File: src/rtl/cpu_pkg.sv
// cpu_pkg: shared pipeline definitions.
//   XLEN_DEFAULT     default datapath width for result/store data
//   REG_ADDR_W       architectural register index width
//   ex_mem_payload_t payload carried from execute into the memory stage
package cpu_pkg;

  localparam int XLEN_DEFAULT = 64;
  localparam int REG_ADDR_W   = 5;

  typedef struct packed {
    logic [XLEN_DEFAULT-1:0] result;
    logic [XLEN_DEFAULT-1:0] store_data;
    logic [REG_ADDR_W-1:0]   rd;
    logic                    reg_write;
    logic                    mem_read;
    logic                    mem_write;
  } ex_mem_payload_t;

endpackage

File: src/rtl/ex_mem_stage.sv
// ex_mem_stage: EX/MEM pipeline register with a one-entry skid buffer.
//
// Ports
//   clk_i, rst_i                 clock, synchronous active-high reset
//   valid_i / ready_o            upstream handshake (ready_o is a flop)
//   alu_result_i, store_data_i   execute-stage result and rs2 value
//   rd_addr_i                    destination register
//   reg_write_i, mem_read_i,
//   mem_write_i                  control bits
//   flush_i                      drop every held and incoming beat
//   valid_o / ready_i            downstream handshake
//   alu_result_o, store_data_o,
//   rd_addr_o, reg_write_o,
//   mem_read_o, mem_write_o      payload, straight from the main register
//   fwd_valid_o, fwd_rd_o,
//   fwd_data_o                   forwarding tap for the ALU operand muxes
//
// state | meaning
// EMPTY | nothing held, outputs invalid
// ONE   | main register holds the beat on the outputs
// FULL  | main plus skid hold beats, input stalled
module ex_mem_stage
  import cpu_pkg::*;
#(
  parameter int XLEN = XLEN_DEFAULT
) (
  input  logic                  clk_i,
  input  logic                  rst_i,
  input  logic                  valid_i,
  output logic                  ready_o,
  input  logic [XLEN-1:0]       alu_result_i,
  input  logic [XLEN-1:0]       store_data_i,
  input  logic [REG_ADDR_W-1:0] rd_addr_i,
  input  logic                  reg_write_i,
  input  logic                  mem_read_i,
  input  logic                  mem_write_i,
  input  logic                  flush_i,
  output logic                  valid_o,
  input  logic                  ready_i,
  output logic [XLEN-1:0]       alu_result_o,
  output logic [XLEN-1:0]       store_data_o,
  output logic [REG_ADDR_W-1:0] rd_addr_o,
  output logic                  reg_write_o,
  output logic                  mem_read_o,
  output logic                  mem_write_o,
  output logic                  fwd_valid_o,
  output logic [REG_ADDR_W-1:0] fwd_rd_o,
  output logic [XLEN-1:0]       fwd_data_o
);

  typedef enum logic [1:0] {
    EMPTY = 2'd0,
    ONE   = 2'd1,
    FULL  = 2'd2
  } ex_mem_state_e;

  ex_mem_state_e   state_q, state_d;
  ex_mem_payload_t main_q, skid_q, incoming;
  logic            ready_q;
  logic            in_fire, out_fire;
  logic            load_main_in, load_main_skid, load_skid;

  // Captured beat: x0 is never written, and a beat claiming both read and
  // write is treated as a store.
  always_comb begin
    incoming            = '0;
    incoming.result     = alu_result_i;
    incoming.store_data = store_data_i;
    incoming.rd         = rd_addr_i;
    incoming.reg_write  = reg_write_i && (rd_addr_i != '0);
    incoming.mem_read   = mem_read_i && !mem_write_i;
    incoming.mem_write  = mem_write_i;
  end

  // ready_q is low only in FULL, so in_fire never occurs in FULL.
  assign in_fire  = valid_i && ready_q;
  assign out_fire = (state_q != EMPTY) && ready_i;

  always_comb begin
    state_d        = state_q;
    load_main_in   = 1'b0;
    load_main_skid = 1'b0;
    load_skid      = 1'b0;
    if (flush_i) begin
      state_d = EMPTY;
    end else begin
      unique case (state_q)
        EMPTY: begin
          if (in_fire) begin
            load_main_in = 1'b1;
            state_d      = ONE;
          end
        end
        ONE: begin
          if (in_fire && out_fire) begin
            load_main_in = 1'b1;
          end else if (in_fire) begin
            load_skid = 1'b1;
            state_d   = FULL;
          end else if (out_fire) begin
            state_d = EMPTY;
          end
        end
        FULL: begin
          if (out_fire) begin
            load_main_skid = 1'b1;
            state_d        = ONE;
          end
        end
        default: state_d = EMPTY;
      endcase
    end
  end

  always_ff @(posedge clk_i) begin
    if (rst_i) begin
      state_q <= EMPTY;
      ready_q <= 1'b1;
      main_q  <= '0;
      skid_q  <= '0;
    end else begin
      state_q <= state_d;
      // Registered copy of "not FULL next cycle" keeps ready_o off ready_i.
      ready_q <= (state_d != FULL);
      if (load_main_in) begin
        main_q <= incoming;
      end else if (load_main_skid) begin
        main_q <= skid_q;
      end
      if (load_skid) begin
        skid_q <= incoming;
      end
    end
  end

  assign ready_o      = ready_q;
  assign valid_o      = (state_q != EMPTY);
  assign alu_result_o = main_q.result;
  assign store_data_o = main_q.store_data;
  assign rd_addr_o    = main_q.rd;
  assign reg_write_o  = main_q.reg_write;
  assign mem_read_o   = main_q.mem_read;
  assign mem_write_o  = main_q.mem_write;

  // Loads are not forwarded here: their value arrives from memory later.
  assign fwd_valid_o  = valid_o && main_q.reg_write && !main_q.mem_read;
  assign fwd_rd_o     = main_q.rd;
  assign fwd_data_o   = main_q.result;

endmodule
File: config.mk
export PLATFORM = sky130hd
export DESIGN_NAME = ex_mem_stage
export DESIGN_NICKNAME = d
export VERILOG_FILES = /design/src/rtl/cpu_pkg.sv /design/src/rtl/ex_mem_stage.sv
export SDC_FILE = /design/constraint.sdc
export NUM_CORES = 1
export LEC_CHECK = 0
export CAP_MARGIN = 15
export CORE_UTILIZATION = 45
export CTS_CLUSTER_DIAMETER = 40
export CTS_CLUSTER_SIZE = 28
export DETAILED_ROUTE_END_ITERATION = 12
export GPL_TIMING_DRIVEN = 0
export PLACE_DENSITY = 0.86
export SYNTH_ARGS = -nofsm -noshare
export SYNTH_HDL_FRONTEND = slang
export SYNTH_SLANG_ARGS = --single-unit
File: constraint.sdc
create_clock -name clk_i -period 1.9 [get_ports clk_i]
set_input_delay 0.19 -clock clk_i [delete_from_list [all_inputs] [get_ports clk_i]]
set_output_delay 0.19 -clock clk_i [all_outputs]
set_load 0.01 [all_outputs]
==> run summary, run 1 <==
outcome = finished, final reports clean
maxcap violations = 0
Synth Cell Area = 12300 um^2
Yosys cell types = 30
initial antenna violation count = 0
routed vias/inst = 5.87
largest net degree at the start of global routing = 14
Area Overhead vs Synth = 41.2%
CTS buffer count = 35
clock latency on the worst-skew pair = 0.51 ns
unrepaired setup endpoints after global routing = no
Root Driver = clkbuf_16
family with the most delay on the worst path = buffers and inverters
Crit-path slowest cell = clkdlybuf4s50_1
cells after synthesis = 1484
clock slew at reported path FFs = 0.05 ns
die width = 167 um
Seq/Total Area, Yosys = 0.448
Leak = 5.95 nW
via count = 13100
wl on met1 = 16.8 mm
hold-fix buffers at CTS = 0
maximum VDD drop = 0.499 mV
worst setup margin = 0.0639 ns
PD cells = 861 nW/um^2
vias in the first global route = 12800
Die ar. = 28000 um^2
most frequent cells in the layout = clkdlybuf4s50_1, dfxtp_1, nand2_1
DRT iter0 DRCs = 1379
top sig layer = met4
CP Class = flop to output port
Met3 Wirelength = 3.56 mm
final-report hold violation count = 0
port bufs = 347
core area = 26900 um^2
Final period util = 0.966
Highest Clock Rate = 0.545 GHz
post-CTS resize count = 4
post-DP HPWL = 29.5 mm
RD Place Congestion = 0.885
total power draw = 14.9 mW
arrival time of the worst setup path = 1.65 ns
CTS Buffer Depth = 3
H-tree lvl count = 2
critical path fanouts, max = 3
Inst Count DP = 2172
ANT nets after route = 0
Synth Area per Inst = 8.28 um^2
WL per Instance = 18.9 um
CP cell instances = buf_4, clkdlybuf4s50_1
critical path capture point type = output port
WL met2 = 20.0 mm
share of cells above drive strength 1 = 0.141
nets = 2009
Non-Filler Instances = 2235
min-delay worst type = input port to flop
TritonCTS clock tree = yes
relative slew slack = 0.357
# clock sinks = 275
clock skew = 0.0231 ns
commonest non-fill, non-tap cell in the layout = clkdlybuf4s50_1
gr usage total = 0.294
Boundary Pins = 349
actual slew at the worst max-slew pin = 0.964 ns
post-synthesis register bit count = 275
Die Y = 167 um
Final setup viols = 0
WP buf/inv = 2
Place WS = -0.300 ns
Yosys warning count = 0
final wirelength = 42.2 mm
post-route minimum period = 1.84 ns
CP Launch Type = flop
hold_ws = 0.0540 ns
first-pass GRT wire length = 66.7 mm
Post-CTS Setup Bufs = 0
# rows = 60
largest stage delay on the critical path = 0.53 ns
Initial Util = 0.457
# DRC = 0
CP Data Required Time = 1.71 ns
Synth Net Count = 1625
fin. max-slew vios = 0
GR Overflow Total = 0
total iterations of the first detailed-routing run = 5
layer usage:
layer | global-route usage | vias to the layer above
met5 | 0 | -
met4 | 0.138 | 0
met1 | 0.367 | 6203
li1 | - | 6046
met2 | 0.492 | 746
met3 | 0.0548 | 130
path summary, 6_finish.rpt:
kind | startpoint | end | slack [ns] | cells after the start
min | rst_i | ready_o$_SDFF_PP1_ | 0.05 | 2
max reg2reg | state_q[0]$_SDFF_PP0_ | skid_q[113]$_SDFFE_PP0P_ | 0.11 | 6
max | alu_result_o[29]$_SDFFE_PP0P_ | fwd_data_o[29] | 0.06 | 2
min reg2reg | skid_q[71]$_SDFFE_PP0P_ | skid_q[71]$_SDFFE_PP0P_ | 0.47 | 2
worst register-to-register path, stage by stage (launching register included):
cell and delay [ns]:
dfxtp_2 0.36, nor2b_1 0.16, buf_2 0.34, clkbuf_4 0.34, buf_4 0.21, nand3_1 0.13
a21oi_1 0.20
final cells by class:
class	instances	area, um^2
flip-flops and latches	275	5510
inverters	3	11.3
plain buffers	234	1360
multi-input cells	972	5420
diodes	1	2.50
clock inverters	14	144
well taps	341	427
clock buffers	48	1010
fillers	2192	9520
repair buffers	347	3470
synthesized netlist by cell type (all sizes together):
cell type | number | area (um^2)
a2111oi | 1 | 10.0
a21oi | 138 | 691
a311oi | 135 | 1500
and3b | 1 | 8.76
and4b | 1 | 10.0
and4bb | 2 | 25.0
buf | 157 | 1070
clkbuf | 77 | 289
dfxtp | 275 | 5510
inv | 3 | 11.3
mux2i | 1 | 10.0
nand2 | 273 | 1030
nand2b | 1 | 8.76
nand3 | 136 | 681
nand4bb | 2 | 22.5
nor2b | 2 | 12.5
nor3 | 135 | 676
nor4 | 1 | 6.26
o2111ai | 1 | 8.76
o21ai | 138 | 691
o22ai | 1 | 6.26
or4 | 2 | 15.0
xnor2 | 1 | 8.76
stage by stage:
stage               area [um^2]  setup TNS (ns)  utilization
floorplan                 12300               0            -
global placement          16200          -41.88        0.602
detailed placement        16200          -50.51        0.602
CTS                       17300               0        0.645
global route              17300               0        0.646
finish                    17400               0        0.646
registers in the layout, summed over array words and instances (netlist names):
name,cells
skid_q,136
fwd_rd_o,5
reg_write_o,1
state_q,2
ready_o,1
store_data_o,64
mem_write_o,1
alu_result_o,64
mem_read_o,1
logic make-up after synthesis:
family,Yosys count,synth area share
xor gates and xnor gates,1,0.000713
muxes,1,0.000815
and+or+nand+nor,556,0.203
AOI/OAI and AO/OA,414,0.236
buffers and inverters,237,0.111
DFF,275,0.448
report_power, final:
group	leakage (nW)	switching, mW	internal [mW]
combinational	3.14	1.04	1.16
clock	0.569	2.56	4.01
sequential	2.24	0.173	6.00
total	5.95	3.78	11.2
(Power assumes the default switching activity.)
==> run 2: changes to the inputs <==
==> constraint.sdc (replaced) <==
create_clock -name clk_i -period 1.9 [get_ports clk_i]
set_input_delay 0.19 -clock clk_i [delete_from_list [all_inputs] [get_ports clk_i]]
set_output_delay 0.19 -clock clk_i [all_outputs]
set_load 0.005 [all_outputs]
==> run 2 against run 1 <==
Net effect: die area stayed put; register-to-register slack hardly changed; clock power hardly changed; wire length is 0.14% higher; global-route usage hardly changed; flip-flop and latch count stayed put; final cell count stayed put; highest routed layer unchanged; utilization hardly changed.
==> run summary, run 2 (synthesized netlist as in run 1, its figures left out) <==
critical path capture point type = output port
maximum VDD drop = 0.485 mV (-2.8%)
Hold Startpoint = rst_i
CP Class = flop to output port
fin. max-slew vios = 0 (unchanged)
Leak = 5.95 nW (about the same)
vias in the first global route = 12800 (+0.023%)
via count = 13100 (-0.16%)
gr usage total = 0.294 (about the same)
WP buf/inv = 2 (unchanged)
share of cells above drive strength 1 = 0.141 (unchanged)
# clock sinks = 275 (unchanged)
Fill cells = 2192 (unchanged)
worst hold path depth = 2 (unchanged)
Highest Clock Rate = 0.556 GHz (+2.1%)
most frequent cells in the layout = clkdlybuf4s50_1, dfxtp_1, nand2_1
Hold EP = ready_o$_SDFF_PP1_
ANT nets after route = 0 (unchanged)
total iterations of the first detailed-routing run = 6 (+1)
critical path startpoint = alu_result_o[29]$_SDFFE_PP0P_
WL per Instance = 18.9 um (+0.14%)
actual slew at the worst max-slew pin = 0.960 ns (-0.00361 ns)
Post-CTS Setup Bufs = 0 (unchanged)
# rows = 60 (unchanged)
arrival time of the worst setup path = 1.61 ns (-0.04 ns)
flop-to-flop setup slack = 0.12 ns (about the same)
Initial Util = 0.457 (unchanged)
Boundary Pins = 349 (unchanged)
routed vias/inst = 5.86 (-0.16%)
die width = 167 um (unchanged)
commonest non-fill, non-tap cell in the layout = clkdlybuf4s50_1
CP Data Required Time = 1.71 ns (about the same)
Final setup viols = 0 (unchanged)
largest net degree at the start of global routing = 14 (unchanged)
critical path fanouts, max = 3 (unchanged)
initial antenna violation count = 0 (unchanged)
relative slew slack = 0.360 (+0.00240)
largest stage delay on the critical path = 0.49 ns (-0.04 ns)
nets = 2009 (unchanged)
reg-to-reg endpoint = skid_q[113]$_SDFFE_PP0P_
DRT iter0 DRCs = 1493 (+8.3%)
max FFs per register = 136 (unchanged)
core area = 26900 um^2 (unchanged)
Die Y = 167 um (unchanged)
utilization of the core after routing = 0.646 (about the same)
Root Driver = clkbuf_16
CTS Buffer Depth = 3 (unchanged)
Die ar. = 28000 um^2 (unchanged)
Place WS = -0.300 ns (unchanged)
# DRC = 0 (unchanged)
maxcap violations = 0 (unchanged)
hold-fix buffers at CTS = 0 (unchanged)
post-route minimum period = 1.80 ns (-0.0376 ns)
outcome = finished, final reports clean
family with the most delay on the worst path = buffers and inverters
RD Place Congestion = 0.885 (unchanged)
CP Launch Type = flop
CP cell instances = buf_4, clkdlybuf4s50_1
unrepaired setup endpoints after global routing = no
min-delay worst type = input port to flop
port bufs = 347 (unchanged)
final wirelength = 42.3 mm (+0.14%)
Area Overhead vs Synth = 41.2% (about the same)
GR Overflow Total = 0 (unchanged)
PD cells = 854 nW/um^2 (-0.83%)
worst setup margin = 0.102 ns (+0.0376 ns)
Reg2Reg Launch Point = state_q[0]$_SDFF_PP0_
Top reg by flops = skid_q
clock latency on the worst-skew pair = 0.51 ns (about the same)
TritonCTS clock tree = yes
H-tree lvl count = 2 (unchanged)
CTS buffer count = 35 (unchanged)
reg2reg path depth = 6 (unchanged)
final-report hold violation count = 0 (unchanged)
clock skew = 0.0268 ns (+0.00373 ns)
post-DP HPWL = 29.5 mm (unchanged)
first-pass GRT wire length = 66.8 mm (about the same)
Crit-path slowest cell = clkdlybuf4s50_1
Final period util = 0.947 (-0.0198)
clock slew at reported path FFs = 0.05 ns (about the same)
## run 2: cell counts in the layout (fill, tap and decap cells not counted)
No cell type changed its count.
## run 2: layer usage
layer  track usage  up-vias  routed length [um]  share of wire
li1              -     6052                   -              -
met2         0.492      746               20100           0.48
met5             0        -                   0              0
met4         0.138        0                1850          0.044
met3        0.0548      137                3590          0.085
met1         0.367     6169               16800           0.40
## run 2: where the power goes
| part | internal (mW) | switching, mW |
|---|---|---|
| Clock | 4.01 | 2.56 |
| Sequential | 6.00 | 0.174 |
| Combinational | 1.15 | 0.927 |
## run 2: how the worst max path moves through the flow
| stage | endpoint | slack (ns) | cells past startpoint |
|---|---|---|---|
| global placement | alu_result_o[1]$_SDFFE_PP0P_ | -0.26 | 8 |
| detailed placement | skid_q[1]$_SDFFE_PP0P_ | -0.30 | 7 |
| global route | alu_result_o[14]$_SDFFE_PP0P_ | 0.0006 | 5 |
| floorplan | alu_result_o[13]$_SDFFE_PP0P_ | 0.52 | 6 |
| finish | fwd_data_o[29] | 0.10 | 2 |
| CTS | skid_q[113]$_SDFFE_PP0P_ | 0.04 | 6 |
## run 2: timing repair
item | 4_1_cts | 5_1_grt
resized for setup | 5 | 5
endpoints found under the hold margin | 0 | 0
endpoints found under the setup margin | 3 | 8
cloned | 0 | 0
pin swaps | 1 | 0
## run 2: area by class of cell
cell class / count / area, um^2 / share of cell area
flip-flops and latches: 275 / 5510 / 0.318
diodes: 1 / 2.50 / 0.000144
clock inverters: 14 / 144 / 0.00829
repair buffers: 347 / 3470 / 0.200
clock buffers: 48 / 1010 / 0.0580
inverters: 3 / 11.3 / 0.000649
multi-input cells: 972 / 5420 / 0.312
plain buffers: 234 / 1360 / 0.0784
well taps: 341 / 427 / 0.0246
## run 2: stage by stage
stage	total power, mW	TNS (ns)	instance area [um^2]	instances	hold slack [ns]
floorplan	7.11	0	12300	1484	0.268
global placement	8.29	-41.88	16200	2172	0.460
detailed placement	8.34	-50.51	16200	2172	0.467
CTS	14.9	0	17300	2234	0.0458
global route	15.3	0	17400	2234	0.0641
finish	14.8	0	17400	2235	0.0559
## run 2: worst register-to-register path: stages (launching register included)
cell and delay, ns:
dfxtp_2 0.36, nor2b_1 0.16, buf_2 0.34, clkbuf_4 0.34, buf_4 0.21, nand3_1 0.13, a21oi_1 0.19
==> run 3: changes to the inputs <==
--- a/config.mk
+++ b/config.mk
@@ -10,7 +10,7 @@
 export CTS_CLUSTER_DIAMETER = 40
 export CTS_CLUSTER_SIZE = 28
 export DETAILED_ROUTE_END_ITERATION = 12
-export GPL_TIMING_DRIVEN = 0
+export GPL_ROUTABILITY_DRIVEN = 1
 export PLACE_DENSITY = 0.86
 export SYNTH_ARGS = -nofsm -noshare
 export SYNTH_HDL_FRONTEND = slang
==> run 3 against run 2 <==
Net effect: clock skew fell by 0.015 ns; fmax fell by 0.67%; combinational power fell by 5%; worst setup slack got worse by 0.012 ns; largest power group unchanged; die area did not move; non-clock buffer count fell by 160; clock power rose by 2%; wire length fell by 9.3%; hold slack improved by 0.12 ns.
==> run summary, run 3 (synthesized netlist as in run 1, its figures left out) <==
largest net degree at the start of global routing = 97 (+83)
commonest non-fill, non-tap cell in the layout = clkdlybuf4s50_1
CP Data Required Time = 1.71 ns (about the same)
WP buf/inv = 3 (+1)
total iterations of the first detailed-routing run = 6 (unchanged)
flop-to-flop setup slack = 0.14 ns (+0.02 ns)
clock slew at reported path FFs = 0.06 ns (about the same)
combinational share of power = 0.133 (-0.007)
# DRC = 0 (unchanged)
ANT nets after route = 0 (unchanged)
die width = 167 um (unchanged)
Initial Util = 0.457 (unchanged)
routed vias/inst = 6.03 (+2.8%)
TritonCTS clock tree = yes
switching pwr = 3.83 mW (+4.5%)
Final period util = 0.953 (+0.00643)
# rows = 60 (unchanged)
final wirelength = 38.4 mm (-9.3%)
most frequent cells in the layout = clkdlybuf4s50_1, dfxtp_1, nand2_1
Non-Filler Instances = 2075 (-7.2%)
maximum VDD drop = 0.527 mV (+8.6%)
post-route minimum period = 1.81 ns (+0.0122 ns)
CP Class = flop to output port
CTS Buffer Depth = 3 (unchanged)
DRT iter0 DRCs = 1579 (+5.8%)
sequential power share = 0.416 (about the same)
final setup TNS = 0 ns (unchanged)
first-pass GRT wire length = 60.5 mm (-9.4%)
family with the most delay on the worst path = buffers and inverters
unrepaired setup endpoints after global routing = no
largest stage delay on the critical path = 0.43 ns (-0.06 ns)
PD cells = 869 nW/um^2 (+1.8%)
gr usage total = 0.260 (-0.0340)
Cell Int Power = 11.0 mW (-1.4%)
RD Place Congestion = 0.831 (-6.1%)
CP cell instances = inv_1, nand2_2, buf_4, clkdlybuf4s50_1
WL per Instance = 18.5 um (-2.3%)
Top reg by flops = skid_q
outcome = finished, final reports clean
maxcap violations = 0 (unchanged)
Inst Count DP = 2009 (-7.5%)
actual slew at the worst max-slew pin = 0.708 ns (-0.252 ns)
core area = 26900 um^2 (unchanged)
Leak = 5.63 nW (-5.3%)
clock latency on the worst-skew pair = 0.51 ns (about the same)
Boundary Pins = 349 (unchanged)
CTS buffer count = 35 (unchanged)
Die Y = 167 um (unchanged)
post-DP HPWL = 24.3 mm (-18%)
max FFs per register = 136 (unchanged)
min-delay worst type = input port to flop
CP Launch Type = flop
initial antenna violation count = 0 (unchanged)
clock power share = 0.451 (+0.007)
critical path capture point type = output port
# clock sinks = 275 (unchanged)
nets = 1849 (-8.0%)
Root Driver = clkbuf_16
Crit-path slowest cell = clkdlybuf4s50_1
Highest Clock Rate = 0.552 GHz (-0.67%)
H-tree lvl count = 2 (unchanged)
final-report hold violation count = 0 (unchanged)
vias in the first global route = 11700 (-9.0%)
port bufs = 348 (+0.29%)
arrival time of the worst setup path = 1.62 ns (about the same)
share of cells above drive strength 1 = 0.112 (-0.0281)
GR Overflow Total = 0 (unchanged)
relative slew slack = 0.528 (+0.168)
fin. max-slew vios = 0 (unchanged)
clock skew = 0.0121 ns (-0.0147 ns)
ant diodes = 0 (-1)
Area Overhead vs Synth = 38.9%
via count = 12500 (-4.6%)
Final setup viols = 0 (unchanged)
Die ar. = 28000 um^2 (unchanged)
hold-fix buffers at CTS = 0 (unchanged)
Net Sw Frac = 0.258 (+0.0110)
critical path fanouts, max = 3 (unchanged)
-- run 3: path summary, 6_finish.rpt --
kind / from / end / depth (start not counted)
worst min-delay path: rst_i / skid_q[40]$_SDFFE_PP0P_ / 2
worst max register to register: state_q[1]$_SDFF_PP0_ / fwd_rd_o[4]$_SDFFE_PP0P_ / 5
worst max-delay path: state_q[0]$_SDFF_PP0_ / valid_o / 4
worst min register to register: skid_q[46]$_SDFFE_PP0P_ / store_data_o[38]$_SDFFE_PP0P_ / 2
-- run 3: worst reg2reg max path: stages, from the launching register on --
cell and delay (ns):
dfxtp_4 0.34, buf_4 0.16, and4bb_4 0.41, nand2_8 0.20, buf_12 0.25, a311oi_1 0.30
-- run 3: power by group through the flow --
stage | sequential [mW] | combinational, mW | clock (mW)
floorplan | 6.26 | 0.847 | 0
global placement | 6.29 | 1.91 | 0
detailed placement | 6.29 | 1.95 | 0
CTS | 6.17 | 1.97 | 6.75
global route | 6.19 | 2.09 | 7.02
finish | 6.17 | 1.98 | 6.69
-- run 3: metal layers --
metal,up-vias,global-route usage,share of wire
met5,-,0,0
met4,0,0.109,0.034
met3,105,0.0418,0.077
met2,722,0.448,0.50
met1,5957,0.323,0.39
li1,5718,-,-
-- run 3: timing repair --
item / CTS / global route
endpoints found under the setup margin: 2 / 1
gates resized for setup: 5 / 1
pin swaps: 1 / 1
buffers inserted: 3 / 0
-- run 3: stage by stage --
step	power [mW]	hold slack [ns]	area [um^2]	util	setup WS, ns
finish	14.8	0.174	17100	0.635	0.0893
global route	15.3	0.209	17100	0.635	0.0278
CTS	14.9	0.185	17100	0.635	0.0102
detailed placement	8.24	0.466	15900	0.590	-0.126
global placement	8.20	0.460	15900	0.590	-0.0278
floorplan	7.11	0.268	12300	-	0.522
-- run 3: layout make-up --
cell class | count | area, um^2
repair buffers | 421 | 4460
clock inverters | 26 | 290
clock buffers | 37 | 883
flip-flops and latches | 275 | 5510
fillers | 2071 | 9810
inverters | 3 | 11.3
well taps | 341 | 427
multi-input cells | 972 | 5480
